[src/rtl/fetch_unit.sv]
// Instruction fetch stage: owns the PC, issues in-order word fetches, buffers
// returned words with their PCs and hands them to decode over valid/ready.
// A redirect flushes the buffer and marks in-flight responses for discard.
module fetch_unit #(
    parameter logic [31:0] RESET_PC   = 32'h0000_0000,
    parameter int          FIFO_DEPTH = 4
) (
    input  logic        clk,
    input  logic        rst,
    output logic        imem_req_valid,
    input  logic        imem_req_ready,
    output logic [31:0] imem_req_addr,
    input  logic        imem_rsp_valid,
    input  logic [31:0] imem_rsp_data,
    input  logic        redirect_valid,
    input  logic [31:0] redirect_pc,
    output logic        redirect_misaligned,
    output logic        id_valid,
    input  logic        id_ready,
    output logic [31:0] id_instruction,
    output logic [31:0] id_pc
);

    localparam int AW = $clog2(FIFO_DEPTH);
    localparam int CW = $clog2(FIFO_DEPTH + 1);

    logic [31:0]   pc_q, pc_d;
    logic [31:0]   rsp_pc_q, rsp_pc_d;
    logic [CW-1:0] outstanding_q, outstanding_d;
    logic [CW-1:0] drop_q, drop_d;
    logic [CW-1:0] count_q, count_d;
    logic [AW-1:0] wr_ptr_q, wr_ptr_d;
    logic [AW-1:0] rd_ptr_q, rd_ptr_d;
    logic          misalign_q, misalign_d;

    logic [31:0]   fifo_pc_q  [FIFO_DEPTH];
    logic [31:0]   fifo_ins_q [FIFO_DEPTH];

    logic [CW:0]   credit_used;
    logic          accept;
    logic          rsp_fire;
    logic          dropping;
    logic          push;
    logic          pop;
    logic [31:0]   redirect_tgt;
    logic [CW-1:0] redirect_drop;

    // Buffered plus in-flight words never exceed the buffer size, so a
    // response always has a free slot and no overflow check is needed.
    assign credit_used    = {1'b0, count_q} + {1'b0, outstanding_q};
    assign imem_req_valid = !rst && !redirect_valid &&
                            (credit_used < (CW+1)'(FIFO_DEPTH));
    assign imem_req_addr  = pc_q;
    assign accept         = imem_req_valid && imem_req_ready;

    // A response with nothing outstanding is spurious and ignored entirely.
    assign rsp_fire  = imem_rsp_valid && (outstanding_q != '0);
    assign dropping  = (drop_q != '0);
    assign push      = rsp_fire && !dropping && !redirect_valid;
    assign pop       = id_valid && id_ready && !redirect_valid;

    assign redirect_tgt  = {redirect_pc[31:2], 2'b00};
    assign redirect_drop = outstanding_q - CW'(rsp_fire);

    assign id_valid            = (count_q != '0);
    assign id_instruction      = id_valid ? fifo_ins_q[rd_ptr_q] : 32'h0;
    assign id_pc               = id_valid ? fifo_pc_q[rd_ptr_q]  : 32'h0;
    assign redirect_misaligned = misalign_q;

    // Next-state for PC tracking, in-flight accounting and buffer pointers.
    always_comb begin
        pc_d          = pc_q;
        rsp_pc_d      = rsp_pc_q;
        outstanding_d = outstanding_q;
        drop_d        = drop_q;
        count_d       = count_q;
        wr_ptr_d      = wr_ptr_q;
        rd_ptr_d      = rd_ptr_q;
        misalign_d    = redirect_valid && (redirect_pc[1:0] != 2'b00);

        if (redirect_valid) begin
            // Everything still in flight belongs to the old stream; the
            // response landing this cycle is consumed and discarded here.
            pc_d          = redirect_tgt;
            rsp_pc_d      = redirect_tgt;
            drop_d        = redirect_drop;
            outstanding_d = redirect_drop;
            count_d       = '0;
            wr_ptr_d      = '0;
            rd_ptr_d      = '0;
        end else begin
            if (accept) begin
                pc_d = pc_q + 32'd4;
            end
            outstanding_d = outstanding_q + CW'(accept) - CW'(rsp_fire);
            if (rsp_fire && dropping) begin
                drop_d = drop_q - CW'(1);
            end
            if (push) begin
                rsp_pc_d = rsp_pc_q + 32'd4;
                wr_ptr_d = wr_ptr_q + AW'(1);
            end
            if (pop) begin
                rd_ptr_d = rd_ptr_q + AW'(1);
            end
            count_d = count_q + CW'(push) - CW'(pop);
        end
    end

    // Control state register with asynchronous reset.
    always_ff @(posedge clk or posedge rst) begin
        if (rst) begin
            pc_q          <= RESET_PC;
            rsp_pc_q      <= RESET_PC;
            outstanding_q <= '0;
            drop_q        <= '0;
            count_q       <= '0;
            wr_ptr_q      <= '0;
            rd_ptr_q      <= '0;
            misalign_q    <= 1'b0;
        end else begin
            pc_q          <= pc_d;
            rsp_pc_q      <= rsp_pc_d;
            outstanding_q <= outstanding_d;
            drop_q        <= drop_d;
            count_q       <= count_d;
            wr_ptr_q      <= wr_ptr_d;
            rd_ptr_q      <= rd_ptr_d;
            misalign_q    <= misalign_d;
        end
    end

    // Buffer storage; contents are don't-care while empty since outputs are gated.
    always_ff @(posedge clk) begin
        if (push) begin
            fifo_pc_q[wr_ptr_q]  <= rsp_pc_q;
            fifo_ins_q[wr_ptr_q] <= imem_rsp_data;
        end
    end

endmodule

[config.mk]
export PLATFORM = sky130hd
export DESIGN_NAME = fetch_unit
export DESIGN_NICKNAME = d
export VERILOG_FILES = /design/src/rtl/fetch_unit.sv
export SDC_FILE = /design/constraint.sdc
export NUM_CORES = 1
export LEC_CHECK = 0
export ABC_AREA = 1
export BUFFER_PORTS_ARGS = -buffer_cell sky130_fd_sc_hd__buf_2
export CAP_MARGIN = 10
export CORE_UTILIZATION = 35
export DETAILED_ROUTE_END_ITERATION = 7
export GPL_TIMING_DRIVEN = 0
export PLACE_DENSITY = 0.57
export SLEW_MARGIN = 20
export SYNTH_ARGS = -nofsm -noshare
export SYNTH_HDL_FRONTEND = slang
export SYNTH_SLANG_ARGS = --single-unit
[constraint.sdc]
create_clock -name clk -period 4.8 [get_ports clk]
set_clock_uncertainty 0.15 [all_clocks]
set_input_delay 0.48 -clock clk [delete_from_list [all_inputs] [get_ports clk]]
set_output_delay 0.48 -clock clk [all_outputs]
set_load 0.03 [all_outputs]
==> key figures <==
Run status
  • Outcome: complete, but fails checks
  • Failing checks: design-rule violations

Global routing
  • Overall track demand over capacity in global routing: 19.0%
  • Total global routing overflow: 0
  • Vias in the first global route: 10758
  • Wire length of the first global-routing pass: 61600 um
  • Largest net degree at the start of global routing: 40
  • Initial antenna violation count: 0

Routing
  • Starting DRC count in detailed routing: 761
  • Residual DRC count: 10
  • Total length of routed wires: 40700 um
  • Detailed-routing iteration count for the pre-antenna-repair pass: 8
  • Number of nets with antenna violations after routing: 0
  • WL per Instance: 17.8 um
  • Vias: 11373
  • Vias per cell: 4.97

Clock tree
  • CTS tree: built
  • Clk root buf: clkbuf_16
  • Number of buffers inserted during clock tree synthesis: 36
  • Total setup buffers inserted after CTS: 0
  • Clock sink count: 322
  • Maximum buffer depth of the clock tree: 3
  • Clk pin slew, worst setup/hold paths: 60 ps
  • Later-pin clock latency in the skew report: 540 ps
  • Total of cells resized after clock tree synthesis: 0
  • H-tree level count: 2

Cells and area
  • Register area: 9300 um^2
  • Cell Count, Final, Fillers Out: 2290
  • Fraction of final layout cells sized beyond drive strength 1: 17.3%
  • Final-layout fill cell count: 3973
  • Area of the multi-input gates: 4790 um^2
  • Antenna Diode Count: 0
  • Most frequent cells in the layout: nor2_1, nand2_1, edfxtp_1
  • Synthesis-to-finish area growth: 21.5%
  • Final-stage net count: 1818
  • Commonest non-fill, non-tap cell in the layout: nor2_1

Die
  • Vertical die dimension: 207 um
  • Count of pins on the block boundary: 169
  • Effective utilization at floorplan: 35.8%
  • Standard-cell row count: 74
  • Die Width: 207 um
  • Area of the die: 42800 um^2
  • Placeable core region: 41100 um^2

Logic synthesis
  • Cell taking the most area after synthesis: edfxtp_1
  • Post-synthesis sequential element count: 322
  • Most instantiated flip-flop cell in the synthesis netlist: edfxtp_1
  • Synthesis warning total: 0
  • Syn Std Cell Area: 14700 um^2
  • Count of flip-flops with a built-in enable after synthesis: 248
  • Sequential cell area fraction in the yosys report: 63.2%
  • Number of distinct library cell variants in the gate-level netlist after synthesis: 39
  • Per-instance average area after synthesis: 9.85 um^2
  • Ranking of synthesized cells by area: edfxtp_1, dfrtp_1, nor2_1
  • Gate count of the mapped netlist: 1493
  • Fraction of post-synthesis cell area in the top cell type by area: 50.6%
  • Share of flip-flops with an asynchronous set or reset after synthesis: 23.0%

STA
  • Number of failing setup endpoints in the final timing report: 0
  • Final Hold Vio Count: 0
  • Post-layout min period: 3400 ps
  • Setup repair after global routing missed its margin: false
  • Number of max-slew violations in the final report: 0
  • Pin slew with the least headroom to its limit: 780 ps
  • Post-route clock period utilization: 70.8%
  • Final worst-path setup slack: 1400 ps
  • Sum Neg Setup Slack: 0 ps
  • Relative max-transition margin: 47.9%
  • Highest clock rate: 294 MHz

Setup path
  • Arrival time at the worst endpoint: 2770 ps
  • Setup CP Type: flop to primary output
  • WP data required: 4170 ps
  • Crit path launch type: flop
  • Maximum fanout count along the critical path: 10
  • Nature of the critical path endpoint: primary output

Job
  • Count of max-cap constraint violations: 0

Place
  • DPL Wire Length: 28200 um
  • Worst slack at placement: 1610 ps
  • Buffers on Ports: 163
  • Weighted congestion at the end of routability-driven global placement: 0.878
  • Total instance count after detailed placement: 2203

Power
  • Worst voltage drop across the vdd grid: 0.256 mV
  • Power per cell area: 504 nW/um^2
  • Total leakage power: 7.09 nW

Worst hold path
  • Class of the most critical hold timing path: primary input to flop
[what timing repair did]
item,CTS,global route
hold endpoints to repair,107,0
hold buffers,21,0
setup endpoints to repair,0,0
[path summary, 6_finish.rpt]
check                                   from                 to  slack, ps  cells past startpoint
max in group asynchronous                rst       rsp_pc_q[24]       3490                      4
min in group asynchronous                rst   imem_req_addr[3]        390                      3
setup reg to reg                   drop_q[0]         count_q[2]       1650                     14
hold reg to reg            imem_req_addr[31]  imem_req_addr[31]        420                      2
setup / recovery                 rd_ptr_q[0]          id_pc[20]       1400                      7
hold / removal             imem_rsp_data[16]  fifo_ins_q[1][16]         20                      1
[Yosys cell counts, drive strengths merged, types with 2 or more instances]
cell and instances:
a21oi 91, a31oi 4, buf 35, clkbuf 34
dfrtp 74, edfxtp 248, fa 2, ha 16
inv 84, nand2 256, nand3 80, nand3b 6
nand4 9, nor2 349, nor3 13, o211ai 10
o21ai 151, o21bai 3, or2 4, xnor2 6
xor2 13
[registers in the layout (all words and copies together), names as in the netlist]
name and cells:
fifo_pc_q 120, wr_ptr_q 2, rd_ptr_q 2, rsp_pc_q 30
drop_q 3, outstanding_q 3, fifo_ins_q 128, imem_req_addr 30
count_q 3, redirect_misaligned 1
[kinds of logic (layout without fill, tap and decap cells)]
logic type | Yosys count | count (layout) | synth area share [%]
fa+ha+maj | 18 | 18 | 1.63
other cells | 1 | 4 | 0.0255
xor+xnor | 19 | 19 | 1.13
buf+inv | 154 | 416 | 4.47
simple gates | 718 | 718 | 20.3
compound gates | 261 | 261 | 9.17
flops | 322 | 322 | 63.2
[worst max-delay path: stages, from the launching register on]
cell and delay, ps:
dfrtp_1 350, buf_2 210, inv_2 190, buf_2 300, clkbuf_1 440, o21ai_0 190
a21oi_1 290, buf_2 260
[through the flow]
| stage | util (%) | power, mW | cell area, um^2 | hold slack [ps] |
|---|---|---|---|---|
| final | 43.5 | 9.00 | 17900 | 18.4 |
| after global routing | 43.5 | 9.47 | 17900 | 3.88 |
| after CTS | 43.5 | 9.08 | 17900 | 1.52 |
| after detailed placement | 40.1 | 6.37 | 16500 | 409 |
| after global placement | 39.4 | 6.32 | 16200 | 394 |
| after floorplan | - | 5.35 | 14700 | 326 |
[metal layers]
| layer | vias up | GRT usage [%] | wire (um) |
|---|---|---|---|
| li1 | 5533 | - | - |
| met2 | 340 | 31.6 | 19200 |
| met1 | 5441 | 25.7 | 18200 |
| met5 | - | 0 | 0 |
| met4 | 0 | 5.45 | 854 |
| met3 | 59 | 2.95 | 2530 |
[where the power goes]
part           internal, mW  total (mW)  switching [mW]
clock                  1.55        2.68            1.13
combinational         0.768        2.80            2.04
sequential             3.25        3.51           0.259
[area by class of cell]
class                   count  share of cell area (%)
flip-flops and latches    322                    52.1
multi-input cells        1020                    26.8
repair buffers            196                    7.26
clock buffers              38                    5.09
well taps                 532                    3.73
plain buffers              69                    1.87
inverters                  85                    1.82
clock inverters            28                    1.37
No activity file was read; power rests on OpenSTA's default activity.
